### src/rtl/phase_sequencer.sv
// Phase timing generator and run/stop controller for the 16-bit processor.
// Produces one-hot p0..p(N-1), exec/halted status and a retired-instruction count.
module phase_sequencer #(
  parameter int unsigned NUM_PHASES = 5,
  parameter int unsigned CNT_W      = 16
) (
  input  logic                  clk,
  input  logic                  rst,
  input  logic                  exec_btn,
  input  logic                  step_btn,
  input  logic                  stop_flag,
  output logic [NUM_PHASES-1:0] phase,
  output logic                  p0,
  output logic                  exec,
  output logic                  halted,
  output logic                  inst_done,
  output logic [CNT_W-1:0]      instr_count
);

  typedef enum logic [1:0] {
    IDLE,
    RUN,
    STEP,
    HALT
  } state_t;

  localparam logic [NUM_PHASES-1:0] PHASE_P0 = {{(NUM_PHASES-1){1'b0}}, 1'b1};

  state_t                state;
  state_t                state_nxt;
  logic                  stop_pend;
  logic                  stop_pend_nxt;
  logic [NUM_PHASES-1:0] phase_nxt;

  logic exec_s1, exec_s2, exec_q;
  logic step_s1, step_s2, step_q;
  logic exec_edge, step_edge;
  logic active, last_phase;

  // Button synchronisers followed by a rising-edge register
  always_ff @(posedge clk or negedge rst) begin
    if (!rst) begin
      exec_s1 <= 1'b0;
      exec_s2 <= 1'b0;
      exec_q  <= 1'b0;
      step_s1 <= 1'b0;
      step_s2 <= 1'b0;
      step_q  <= 1'b0;
    end else begin
      exec_s1 <= exec_btn;
      exec_s2 <= exec_s1;
      exec_q  <= exec_s2;
      step_s1 <= step_btn;
      step_s2 <= step_s1;
      step_q  <= step_s2;
    end
  end

  assign exec_edge  = exec_s2 & ~exec_q;
  assign step_edge  = step_s2 & ~step_q;
  assign active     = (state == RUN) || (state == STEP);
  assign last_phase = phase[NUM_PHASES-1];

  always_ff @(posedge clk or negedge rst) begin
    if (!rst) begin
      state     <= IDLE;
      stop_pend <= 1'b0;
      phase     <= PHASE_P0;
    end else begin
      state     <= state_nxt;
      stop_pend <= stop_pend_nxt;
      phase     <= phase_nxt;
    end
  end

  // Rotation out of the last phase lands on p0, so the next instruction
  // (or the parked p0 in IDLE/HALT) needs no separate case.
  always_comb begin
    state_nxt     = state;
    stop_pend_nxt = stop_pend;
    phase_nxt     = PHASE_P0;
    if (active) begin
      phase_nxt = {phase[NUM_PHASES-2:0], phase[NUM_PHASES-1]};
    end
    unique case (state)
      IDLE: begin
        stop_pend_nxt = 1'b0;
        if (exec_edge) begin
          state_nxt = RUN;
        end else if (step_edge) begin
          state_nxt = STEP;
        end
      end
      RUN: begin
        if (exec_edge) begin
          stop_pend_nxt = 1'b1;
        end
        if (last_phase) begin
          if (stop_flag) begin
            state_nxt     = HALT;
            stop_pend_nxt = 1'b0;
          end else if (stop_pend || exec_edge) begin
            state_nxt     = IDLE;
            stop_pend_nxt = 1'b0;
          end
        end
      end
      STEP: begin
        stop_pend_nxt = 1'b0;
        if (last_phase) begin
          state_nxt = stop_flag ? HALT : IDLE;
        end
      end
      HALT: begin
        stop_pend_nxt = 1'b0;
      end
    endcase
  end

  always_ff @(posedge clk or negedge rst) begin
    if (!rst) begin
      instr_count <= '0;
    end else if (active && last_phase) begin
      instr_count <= instr_count + 1'b1;
    end
  end

  assign p0        = phase[0];
  assign exec      = active;
  assign halted    = (state == HALT);
  assign inst_done = active & last_phase;

endmodule

### config.mk
export PLATFORM = sky130hd
export DESIGN_NAME = phase_sequencer
export DESIGN_NICKNAME = d
export VERILOG_FILES = /design/src/rtl/phase_sequencer.sv
export SDC_FILE = /design/constraint.sdc
export NUM_CORES = 1
export LEC_CHECK = 0
export ABC_CLOCK_PERIOD_IN_PS = 3000
export CAP_MARGIN = 5
export CORE_MARGIN = 5
export CORE_UTILIZATION = 52
export CTS_CLUSTER_DIAMETER = 40
export DETAILED_ROUTE_END_ITERATION = 12
export PLACE_DENSITY = 0.79
export SLEW_MARGIN = 20
export SYNTH_ARGS = -nofsm -noshare
export SYNTH_HDL_FRONTEND = slang
export SYNTH_SLANG_ARGS = --single-unit
### constraint.sdc
create_clock -name clk -period 3 [get_ports clk]
set_input_delay 0.6 -clock clk [delete_from_list [all_inputs] [get_ports clk]]
set_output_delay 0.6 -clock clk [all_outputs]
set_load 0.02 [all_outputs]
; ---- Yosys cells after proc, flatten, opt, wreduce, memory -nomap -nowiden
; Index checks and enable logic that the tools add are counted.
[totals]
register_bits = 30
inputBits = 5
output_inout_bits = 25
[op_classes]
n_addsub = 1
eq_ne = 7
muxes = 14
bitwise = 5
reduce_logical = 7
[ops]
columns = operator, count
row1 = "16-bit by 1-bit adder with 16-bit output, second input constant", 1
row2 = 2-bit 2-to-1 mux, 7
row3 = 2-bit one-hot mux with 3 select lines, 1
row4 = 5-bit 2-to-1 mux, 1
row5 = 5-bit AND reduction, 1
row6 = "2-bit equality test, second input constant", 2
row7 = 1-bit 2-to-1 mux, 4
row8 = "2-bit != test, second input constant", 2
row9 = 1-bit AND, 3
row10 = "3-bit by 2-bit != test with 1-bit output, second input constant", 1
row11 = "3-bit != test, second input constant", 1
row12 = 3-bit nonzero test, 1
row13 = 3-bit OR reduction, 1
row14 = "2-bit by 1-bit equality test with 1-bit output, second input constant", 1
row15 = 2-bit logical NOT, 1
row16 = 1-bit logical OR, 2
row17 = 1-bit NOT, 2
row18 = 1-bit one-hot mux with 2 select lines, 1
row19 = 1-bit logical AND, 1

; ---- Depth between registers and ports, before layout
[depth]
word_depth = 7
mapped_depth = 7

; ---- Worst setup path before layout
; No wires, ideal clock.
[synth_timing]
kind = reg-to-reg
from = register state[0]
to = register instr_count[14]
setup_ns = 0.080
arrival_ns = 1.738
required_time_ns = 2.920
slack_ns = 1.183
stages_incl_launch_ff = 8
period_less_slack_ns = 1.817
path_cell_list = dfrtp_1 > inv_1 > ha_1 > nand3_1 > or3_1 > buf_2 > nor3b_2 > xor2_1
[synth_between]
elab_chain_cells = 3
word_cells_on_any_way = 4
classes_between = eq/ne: 2 / reduce/logical: 2
[synth_lines]
columns = element, line
row1 = start: declaration, 29  ; state_t state;
row2 = start signal: assignment, 70  ; state <= state_nxt;
row3 = 2-bit by 1-bit equality test with 1-bit output or 2-bit equality test (tied branches), 61  ; assign active = (state == RUN) || (state == STEP);
row4 = 1-bit logical OR *, 61
row5 = net exec, 14  ; output logic exec,
row6 = 1-bit logical AND *, 123  ; end else if (active && last_phase) begin
row7 = end signal: assignment, 124  ; instr_count <= instr_count + 1'b1;
row8 = end: declaration, 17  ; output logic [CNT_W-1:0] instr_count
; The timed path passes the listed nets; every way through them passes the cells marked *.
; A chain may end at the register's enable or synchronous reset.

; ---- Final worst setup path
[layout_timing]
from = register state[0]
to = output port inst_done
[layout_between]
elab_chain_cells = 3
word_cells_on_any_way = 4
classes_between = eq/ne: 2 / bitwise: 1 / reduce/logical: 1
[layout_lines]
columns = element, line
row1 = 2-bit by 1-bit equality test with 1-bit output or 2-bit equality test (tied branches), 61
row2 = 1-bit logical OR *, 61
row3 = 1-bit AND *, 131  ; assign inst_done = active & last_phase;
row4 = end: declaration, 16  ; output logic inst_done,
; Every way passes the cells marked *; elsewhere a longest branch is shown, timed or not.

==> flow_summary.json <==
{
  "grt_max_degree": 31,
  "endpoint_kind": "output port",
  "power_density_nw_per_um2": 411,
  "synth_async_sr_flop_share": 1.00,
  "cts_resized": 0,
  "ys_types": 32,
  "p_leak_uw": 0.000772,
  "startpoint_type": "flop",
  "htreeDepth": 2,
  "viasPerCell": 5.23,
  "ys_ff_latch": 30,
  "rsz0062_at_grt": "false",
  "post-cts-setup-buffers": 0,
  "track_usage": 0.162,
  "cp_common_cell": "inv_1",
  "hold_class": "reg2reg",
  "crit_slowest_cell": "clkdlybuf4s50_1",
  "final.setup.tns_ps": 0,
  "clk_latency_ps": 330,
  "finalSetupViolCount": 0,
  "netlist_area_um2": 1270,
  "area_delta_synth_final_pct": 29.8,
  "skew_ps": 7.80,
  "synth-edff-count": 0,
  "start_util": 0.527,
  "coreArea_um2": 2410,
  "place_area_um2": 1590,
  "die_x_um": 59.4,
  "post-route-period-util": 0.950,
  "fin_area_um2": 1650,
  "num_rows": 18,
  "timing.fmax_mhz": 351,
  "clkTransAtPathRegs_ps": 90,
  "vias": 889,
  "drive_gt1_frac": 0.0857,
  "layout_common_cells": "29 x dfrtp_1, 29 x clkdlybuf4s50_1, 8 x xnor2_1",
  "yosys.area.top_type": "dfrtp_1",
  "drt_first_pass_iters": 4,
  "path_class": "reg2out",
  "hold_slack_ps": 361,
  "drcViolationCount": 0,
  "ant_nets": 0,
  "synth_top_area_frac": 0.571,
  "antenna_found_initial": 0,
  "min_period_ps": 2850,
  "drt_first_iter_violations": 16,
  "die_h_um": 59.4,
  "io_pins": 30,
  "ys_warn_count": 0,
  "path_max_fanout": 13,
  "die_area_um2": 3530,
  "routed_wl_um": 2400,
  "status": "completed",
  "arrival_ps": 2250,
  "slew_violations": 0,
  "synthFlopType": "dfrtp_1",
  "cts_tree": "built",
  "cts_buffers": 5,
  "hpwl_um": 1720,
  "cts_sinks": 30,
  "hold_viol": 0,
  "antenna_cells": 0,
  "ir_drop_mv": 0.290,
  "ctsHoldBuffers": 0,
  "max_slew_margin": 0.754,
  "yosys-top-cells-area": "dfrtp_1 57%, xnor2_1 5.5%, ha_1 4.9%",
  "netlist_instances": 105,
  "synth_area_per_cell_um2": 12.1,
  "slowest_delay_ps": 620,
  "cp.required_ps": 2400,
  "grt_pass1_vias": 906,
  "wl_per_cell_um": 14.1,
  "grt_pass1_wl_um": 4140,
  "nNetsFinal": 149,
  "path_cells": "inv_1 -> ha_1 -> nand2_1 -> inv_1 -> clkdlybuf4s50_1",
  "syn-num-nets": 115,
  "cap_violations": 0,
  "clockBufferDepth": 2,
  "gp_congestion": 0.748,
  "ys_seq_area_frac": 0.592,
  "finalPower_uw": 677,
  "overflow": 0,
  "cts-root-buf": "clkbuf_4",
  "nFillCells": 195,
  "tightest_slew_ps": 369,
  "io_buffer_count": 29
}
## cell type report
| class | instances | area, um2 | area share |
|---|---|---|---|
| tap | 30 | 37.5 | 0.0228 |
| timing repair buffer | 30 | 298 | 0.181 |
| sequential | 30 | 752 | 0.456 |
| inverter | 6 | 22.5 | 0.0137 |
| clock buffer | 8 | 58.8 | 0.0357 |
| multi-input combinational | 66 | 479 | 0.291 |
## registers in the layout (all words and copies together), names as in the netlist
signal and cells:
step_q 1, phase 5, exec_s2 1, stop_pend 1, instr_count 16, step_s1 1, exec_s1 1, exec_q 1
step_s2 1, state 2
## logic make-up (layout without fill, tap and decap cells)
| kind of cell | Yosys count | in the layout | share of synthesized area |
|---|---|---|---|
| compound gates | 10 | 10 | 0.0532 |
| flops | 30 | 30 | 0.592 |
| mux | 1 | 1 | 0.00887 |
| xor+xnor | 15 | 15 | 0.103 |
| simple gates | 35 | 35 | 0.163 |
| buf+inv | 9 | 44 | 0.0305 |
| fa+ha+maj | 5 | 5 | 0.0493 |
## cell usage after synthesis (2+ instances only)
cell      instances
dfrtp_1          29
xnor2_1           8
nor2_1            7
xor2_1            7
inv_1             6
ha_1              5
nand2_1           5
and2_1            4
nand3_1           4
and4_1            3
o21ai_0           3
nand2b_1          2
nand4_1           2
nor2b_1           2
## critical path, delay by kind of cell (launching register included)
kind                     cells  cell delay, ps
AND/OR/NAND/NOR              1             200
buffers and inverters        3             850
flip-flops                   1             400
adder cells (fa/ha/maj)      1             480
## final timing paths
check / start / endpoint / slack, ps / cells after the start
worst max-delay path: state[0] / inst_done / 150 / 5
worst min-delay path: exec_s1 / exec_s2 / 360 / 0
worst max register to register: state[0] / instr_count[14] / 1000 / 6
worst min register to register: exec_s1 / exec_s2 / 360 / 0
max in group asynchronous: rst / phase[0] / 2040 / 2
min in group asynchronous: rst / state[0] / 650 / 2
## where the power goes
group	internal [uW]	switching [uW]	total [uW]	leakage [uW]
registers	408	1.40	410	0.000397
logic	7.25	10.3	17.5	0.000343
clock network	116	134	250	0.0000326
## metrics by stage
| step | std cells | utilization | worst slack [ps] |
|---|---|---|---|
| after floorplan | 105 | - | 1180 |
| after global placement | 162 | 0.659 | 574 |
| after detailed placement | 162 | 0.659 | 516 |
| after CTS | 170 | 0.684 | 127 |
| after global routing | 170 | 0.684 | 11.0 |
| final | 170 | 0.684 | 151 |
## routing by layer
metal	global-route usage	part of all wire	up-vias
li1	-	-	417
met4	0.0971	0.022	0
met1	0.202	0.45	439
met5	0	0	-
met3	0.0588	0.058	7
met2	0.240	0.47	26
Power figures use the tool's default switching activity.
